==> config.mk <==
export PLATFORM = sky130hd
export DESIGN_NAME = slice_packer
export DESIGN_NICKNAME = d
export VERILOG_FILES = /design/src/rtl/slice_packer.sv
export SDC_FILE = /design/constraint.sdc
export NUM_CORES = 1
export LEC_CHECK = 0
export CAP_MARGIN = 20
export CORE_MARGIN = 2
export CORE_UTILIZATION = 49
export DETAILED_ROUTE_END_ITERATION = 8
export PLACE_DENSITY = 0.8
export SYNTH_ARGS = -nofsm -noshare
export SYNTH_HDL_FRONTEND = slang
export SYNTH_SLANG_ARGS = --single-unit
==> constraint.sdc <==
create_clock -name clk -period 4 [get_ports clk]
set_input_delay 0.4 -clock clk [delete_from_list [all_inputs] [get_ports clk]]
set_output_delay 0.4 -clock clk [all_outputs]
set_load 0.005 [all_outputs]
==> src/rtl/slice_packer.sv <==
// Packs DEPTH slices of WIDTH bits into one vector, little-endian by slice.
// Flush closes a partial vector early, padding the unfilled slices with PAD.
module slice_packer #(
    parameter int WIDTH = 10,
    parameter int DEPTH = 48,
    parameter int PAD   = 1
) (
    input  logic                           clk,
    input  logic                           rstn,
    input  logic [WIDTH-1:0]               in_data,
    input  logic                           in_valid,
    output logic                           in_ready,
    input  logic                           flush,
    output logic [WIDTH*DEPTH-1:0]         out_data,
    output logic                           out_valid,
    input  logic                           out_ready,
    output logic [$clog2(DEPTH+1)-1:0]     word_count
);

    localparam int CW = $clog2(DEPTH + 1);

    typedef enum logic [0:0] {
        FILL = 1'b0,
        HOLD = 1'b1
    } state_t;

    state_t                   state_q, state_d;
    logic [CW-1:0]            word_count_q, word_count_d;
    logic [WIDTH*DEPTH-1:0]   out_data_q, out_data_d;
    logic                     in_ready_q, in_ready_d;
    logic                     out_valid_q, out_valid_d;

    logic                     accept;
    logic                     close;
    logic                     last;
    logic [CW-1:0]            pad_from;

    always_comb begin
        state_d      = state_q;
        word_count_d = word_count_q;
        out_data_d   = out_data_q;

        accept   = (state_q == FILL) && in_valid;
        // A flush with nothing stored and nothing arriving is a no-op.
        close    = (state_q == FILL) && flush
                   && (accept || (word_count_q != '0));
        last     = accept && (word_count_q == CW'(DEPTH - 1));
        pad_from = accept ? word_count_q + CW'(1) : word_count_q;

        for (int k = 0; k < DEPTH; k++) begin
            if (accept && (CW'(k) == word_count_q)) begin
                out_data_d[k*WIDTH +: WIDTH] = in_data;
            end else if (close && (CW'(k) >= pad_from)) begin
                out_data_d[k*WIDTH +: WIDTH] = WIDTH'(PAD);
            end
        end

        unique case (state_q)
            FILL: begin
                if (close || last) begin
                    state_d      = HOLD;
                    word_count_d = CW'(DEPTH);
                end else if (accept) begin
                    word_count_d = word_count_q + CW'(1);
                end
            end
            HOLD: begin
                if (out_ready) begin
                    state_d      = FILL;
                    word_count_d = '0;
                end
            end
        endcase

        in_ready_d  = (state_d == FILL);
        out_valid_d = (state_d == HOLD);
    end

    always_ff @(posedge clk or negedge rstn) begin
        if (!rstn) begin
            state_q      <= FILL;
            word_count_q <= '0;
            out_data_q   <= '0;
            in_ready_q   <= 1'b1;
            out_valid_q  <= 1'b0;
        end else begin
            state_q      <= state_d;
            word_count_q <= word_count_d;
            out_data_q   <= out_data_d;
            in_ready_q   <= in_ready_d;
            out_valid_q  <= out_valid_d;
        end
    end

    assign in_ready   = in_ready_q;
    assign out_valid  = out_valid_q;
    assign out_data   = out_data_q;
    assign word_count = word_count_q;

endmodule

==> qor.yml, run 1 <==
status: "complete, no violations"
first_pass_iters: 5
ys_seq_elements: 488
rows: 72
tns_ns: 0
syn_area_per_cell_um2: 12.2
clk_latency_ns: 0.58
cap_violations: 0
p_leak_nw: 12.0
power.share.clock_pct: 36.0
yosysTopAreaCellShare_pct: 63.4
fin_nets: 2091
syn-num-nets: 1596
synth_cell_types: 73
drc: 0
synth_area_leaders: "dfrtp_1 (63%), a22o_1 (17%), nand2_1 (3.4%), clkbuf_1 (2.2%), a21oi_1 (1.6%)"
rsz0062_at_grt: "false"
cts-root-buf: "clkbuf_16"
period_needed_ns: 3.50
async_reset_ff_share_pct: 100
wirelength_um: 71100
tightest_slew_ns: 1.18
ant_nets: 0
synthFlopType: "dfrtp_1"
switching_share_pct: 29.4
p_int_mw: 9.25
maxSlewViolCount: 0
grt_pass1_wl_um: 107000
ctsResizeCount: 0
mostFrequentLayoutCells: "clkdlybuf4s50_1 (492), dfrtp_1 (487), a22o_1 (371), nand2_1 (172), buf_4 (68)"
diodes: 0
p_per_area_nw_per_um2: 492
overflow: 0
crit_slowest_cell: "nor2_1"
die_x_um: 202
critPathMaxFanout: 18
numCtsBuffers: 49
die_h_um: 202
final_common_cell: "clkdlybuf4s50_1"
yosys_warnings: 0
htree_levels: 2
antenna_found_initial: 0
post-dp-hpwl_um: 48000
synth_edf_count: 0
cts_sinks: 488
setup_viol: 0
fin_worst_skew_ns: 0.0145
clk_path_buf_depth: 3
yosysSeqAreaShare_pct: 63.5
syn_to_final_growth_pct: 38.5
cp_cell_sequence: "inv_1 -> ha_1 -> or3b_4 -> o41ai_4 -> or3_1 -> buf_4 -> a21oi_1 -> nor2_1 -> a22o_1"
final-hold-violation-count: 0
portBuffers: 502
r2r-end: "out_data[239]$_DFFE_PN0P_"
fp.dieArea_um2: 40800
crit_start: "word_count[1]$_DFFE_PN0P_"
drtIter0Drc: 1300
path_class: "reg -> reg"
syn_area_um2: 19200
cp-endpoint: "out_data[239]$_DFFE_PN0P_"
initial_core_util_pct: 49.7
crit_arrival_ns: 4.00
worstHoldStart: "in_data[9]"
gp_congestion: 0.946
ir_worst_vdd_mv: 0.331
max_stage_delay_ns: 0.60
worstPathRequired_ns: 4.51
cts_tree: "done"
clkTransAtPathRegs_ns: 0.06
reg2reg_depth: 9
crit_path_end_kind: "register"
min_period_over_period_pct: 87.4
layout-drive-gt1-share_pct: 10.5
p_switching_mw: 3.86
wire_per_inst_um: 27.1
track_usage_pct: 34.8
num_vias: 16100
core-area_um2: 38600
power_mw: 13.1
p_comb_share_pct: 21.6
timing.slew.headroom_pct: 21.2
ios: 503
viasPerCell: 6.12
hold_path_class: "in -> reg"
critPathLaunchType: "register"
synth_top_cell_by_area: "dfrtp_1"
multiInputGateArea_um2: 6310
reg2reg_from: "word_count[1]$_DFFE_PN0P_"
ff2ff_setup_slack_ns: 0.50
max_freq_mhz: 286
synth_cells: 1577
seqCellArea_um2: 12200
grt_pass1_vias: 16366
grt_max_degree: 105
seqPwrFrac_pct: 42.4
n_fill_cell: 2697
[sequential cells by signal, indices dropped and copies added, names as in the netlist]
name / flops
out_data: 480
in_ready: 1
out_valid: 1
word_count: 6
[logic make-up (layout without fill, tap and decap cells)]
family,after synthesis,count (layout),synth area share (%)
xor+xnor,6,6,0.371
fa+ha+maj,4,4,0.260
compound gates,557,557,23.9
mux,1,1,0.0521
simple gates,340,340,8.23
buf+inv,181,715,3.68
flops,488,488,63.5
[power by group through the flow]
stage	Combinational [mW]	Sequential, mW	Clock, mW
after floorplan	1.26	5.60	0
after global placement	2.76	5.62	0
after detailed placement	2.80	5.63	0
after CTS	2.81	5.55	4.77
after global routing	2.98	5.60	4.98
final	2.84	5.56	4.72
[worst min path at each step]
stage | end | depth (start not counted)
4_1_cts | out_data[311]$_DFFE_PN0P_ | 3
3_5_place_dp | out_data[450]$_DFFE_PN0P_ | 1
5_1_grt | out_data[339]$_DFFE_PN0P_ | 2
2_1_floorplan | out_data[0]$_DFFE_PN0P_ | 0
3_3_place_gp | out_data[90]$_DFFE_PN0P_ | 1
6_report | out_data[219]$_DFFE_PN0P_ | 2
[area by class of cell]
type                            count  area share [%]
Inverter                           49           0.691
Clock inverter                     21           0.841
Tap cell                          518            2.43
Clock buffer                       69            5.39
Multi-Input combinational cell    908            23.7
Sequential cell                   488            45.9
Timing Repair Buffer              576            21.1
[repair_timing]
action	CTS	global route
endpoints found under the setup margin	0	0
hold buffers	1	0
buffers inserted	0	0
hold endpoints to repair	95	0
[worst max-delay path: cells and delay by family, from the launching register on]
| family | cells | cell delay [ns] |
|---|---|---|
| fa+ha+maj | 1 | 0.28 |
| compound gates | 3 | 0.85 |
| simple gates | 3 | 1.26 |
| flops | 1 | 0.53 |
| buf+inv | 2 | 0.49 |
[metrics by stage]
| stage | setup WS, ns | util, % | instance area, um2 | cells | hold WS (ns) |
|---|---|---|---|---|---|
| after floorplan | 1.15 | - | 19200 | 1577 | 0.104 |
| after global placement | 0.566 | 64.5 | 24900 | 2536 | 0.470 |
| after detailed placement | 0.534 | 64.5 | 24900 | 2537 | 0.479 |
| after CTS | 0.547 | 68.8 | 26600 | 2628 | 0.348 |
| after global routing | 0.337 | 68.9 | 26600 | 2629 | 0.318 |
| final | 0.504 | 68.9 | 26600 | 2629 | 0.341 |
[cell usage after synthesis (3+ instances only)]
library cell,instances
a211oi_2,7
a21oi_1,60
a21oi_2,20
a22o_1,371
a22oi_1,37
a31oi_1,4
and2_1,3
buf_1,4
buf_2,13
buf_4,3
clkbuf_1,112
dfrtp_1,487
ha_1,4
inv_1,47
nand2_1,172
nand2b_1,5
nand3_1,30
nand3b_1,3
nand4_1,4
nor2_1,67
nor2_2,7
nor2b_1,7
nor3_1,13
nor3_2,4
nor4_1,3
o211ai_1,3
o21ai_0,24
o21ai_1,3
o32ai_1,3
or2_2,3
xnor2_1,4
[layer usage]
metal	part of all wire [%]	track usage, %	vias to the layer above
li1	-	-	6766
met1	40	48.0	8256
met2	47	54.1	915
met3	9.0	8.11	163
met4	3.8	13.3	0
met5	0	0	-
No activity file was read; power rests on OpenSTA's default activity.
==> inputs of run 2 (changes only) <==
SKIP_LAST_GASP = 1   (was not set)
==> results of run 2 <==
The final DEF is identical to that of run 1; final timing and power are the same.
==> inputs of run 3 (changes only) <==
CORE_MARGIN = 5   (was 2)
TNS_END_PERCENT = 50   (was not set)
==> run 3 against run 2 <==
Against the previous run:
- non-clock buffer count shrank 1
- register-to-register slack got worse by 0.24 ns
- final cell count decreased by 0.11%
- utilization shrank 0.37 points
- sequential cell count is the same
- fmax is 6.5% lower
- sequential share of layout area grew 0.14 points
- first-iteration DRC count is 8.8% higher
- clock power decreased by 3%
- critical endpoint is now out_data[331]$_DFFE_PN0P_
==> qor.yml, run 3 (same netlist as run 1, synthesis figures left out) <==
ctsResizeCount: 0
crit_path_end_kind: "register"
tns_ns: 0
final_area_um2: 26500
core-area_um2: 38700
worstPathRequired_ns: 4.47
seqPwrFrac_pct: 42.8
clk_latency_ns: 0.59
viasPerCell: 6.20
critPathLaunchType: "register"
clk_path_buf_depth: 3
p_int_mw: 9.15
drc: 0
first_pass_iters: 7
rows: 72
cap_violations: 0
antenna_found_initial: 0
ir_worst_vdd_mv: 0.348
period_needed_ns: 3.74
cts_sinks: 488
die_x_um: 208
p_per_area_nw_per_um2: 491
ios: 503
power_mw: 13.0
drtIter0Drc: 1415
dp_slack_ns: 0.351
grt_max_degree: 119
layout_setup_ws_ns: 0.262
status: "complete, no violations"
ant_nets: 0
num_vias: 16272
hold_buffers: 1
tightest_slew_ns: 1.21
crit_arrival_ns: 4.21
rsz0062_at_grt: "false"
path_class: "reg -> reg"
switching_share_pct: 29.8
wirelength_um: 72800
track_usage_pct: 32.7
ff2ff_setup_slack_ns: 0.26
min_period_over_period_pct: 93.5
syn_to_final_growth_pct: 38.0
p_leak_nw: 11.9
initial_core_util_pct: 49.6
cts_tree: "done"
timing.slew.headroom_pct: 19.2
p_switching_mw: 3.88
layout-drive-gt1-share_pct: 10.2
clkTransAtPathRegs_ns: 0.06
grt_pass1_vias: 16860
cts_setup_buffers: 0
fin_nets: 2089
setup_viol: 0
post-dp-hpwl_um: 49400
fin_worst_skew_ns: 0.0197
wire_per_inst_um: 27.7
overflow: 0
numCtsBuffers: 48
final_util_pct: 68.5
cts-root-buf: "clkbuf_16"
fp.dieArea_um2: 43300
maxSlewViolCount: 0
final-hold-violation-count: 0
diodes: 0
portBuffers: 502
htree_levels: 2
grt_pass1_wl_um: 109000
critPathMaxFanout: 16
dpl_cell_area_um2: 24900
gp_congestion: 0.950
largest_register_ffs: 480
power.share.clock_pct: 35.3
final_common_cell: "clkdlybuf4s50_1"
mostFrequentLayoutCells: "clkdlybuf4s50_1 (492), dfrtp_1 (487), a22o_1 (371), nand2_1 (172)"
p_comb_share_pct: 21.8
max_freq_mhz: 267
die_h_um: 208
hold_path_class: "in -> reg"
[run 3: cell types whose count changed in the layout (fill, tap and decap cells not counted)]
cell | before | now
buf_12 | 5 | 4
clkbuf_8 | 9 | 12
clkinvlp_4 | 3 | 2
buf_4 | 68 | 67
clkinv_2 | 11 | 8
bufinv_16 | 4 | 3
buf_2 | 9 | 10
clkinv_4 | 1 | 0
clkbuf_1 | 9 | 12
clkbuf_16 | 51 | 49
[run 3: metrics by stage]
step,cells,hold slack (ns)
2_1_floorplan,1577,0.104
4_1_cts,2625,0.333
3_5_place_dp,2536,0.480
6_report,2626,0.367
5_1_grt,2626,0.355
3_3_place_gp,2536,0.472
[run 3: worst paths after layout]
| path | to | from | cells after the start |
|---|---|---|---|
| min in group asynchronous | out_data[137]$_DFFE_PN0P_ | rstn | 2 |
| max in group asynchronous | out_data[427]$_DFFE_PN0P_ | rstn | 3 |
| min | out_data[253]$_DFFE_PN0P_ | in_data[3] | 3 |
| max | out_data[331]$_DFFE_PN0P_ | word_count[0]$_DFFE_PN0P_ | 8 |
| min reg2reg | out_data[183]$_DFFE_PN0P_ | out_data[183]$_DFFE_PN0P_ | 1 |
| max reg2reg | out_data[331]$_DFFE_PN0P_ | word_count[0]$_DFFE_PN0P_ | 8 |
[run 3: cell type report]
class / count / area (um2)
clock buffers: 73 / 1440
clock inverters: 15 / 163
fillers: 2773 / 12200
inverters: 49 / 184
multi-input cells: 908 / 6310
flip-flops and latches: 488 / 12200
well taps: 518 / 648
repair buffers: 575 / 5580
[run 3: power groups by stage]
stage / combinational (mW) / clock, mW / sequential (mW)
6_report: 2.84 / 4.60 / 5.58
4_1_cts: 2.82 / 4.65 / 5.57
2_1_floorplan: 1.26 / 0 / 5.60
3_5_place_dp: 2.80 / 0 / 5.65
3_3_place_gp: 2.78 / 0 / 5.64
5_1_grt: 2.99 / 4.85 / 5.61
[run 3: metal layers]
layer,vias up,track usage [%],wire [um],part of all wire (%)
met5,-,0,0,0
met2,970,50.3,33500,46
met3,212,9.01,6900,9.5
li1,6750,-,-,-
met1,8340,43.6,28400,39
met4,0,15.3,3990,5.5
[run 3: critical path, stage by stage, from the launching register on]
cell and delay, ns:
dfrtp_1 0.34, buf_4 0.22, ha_1 0.59, and3b_1 0.55, nand3_1 0.32, o211a_1 0.49
o31ai_4 0.57, a21oi_2 0.29, a22o_1 0.26
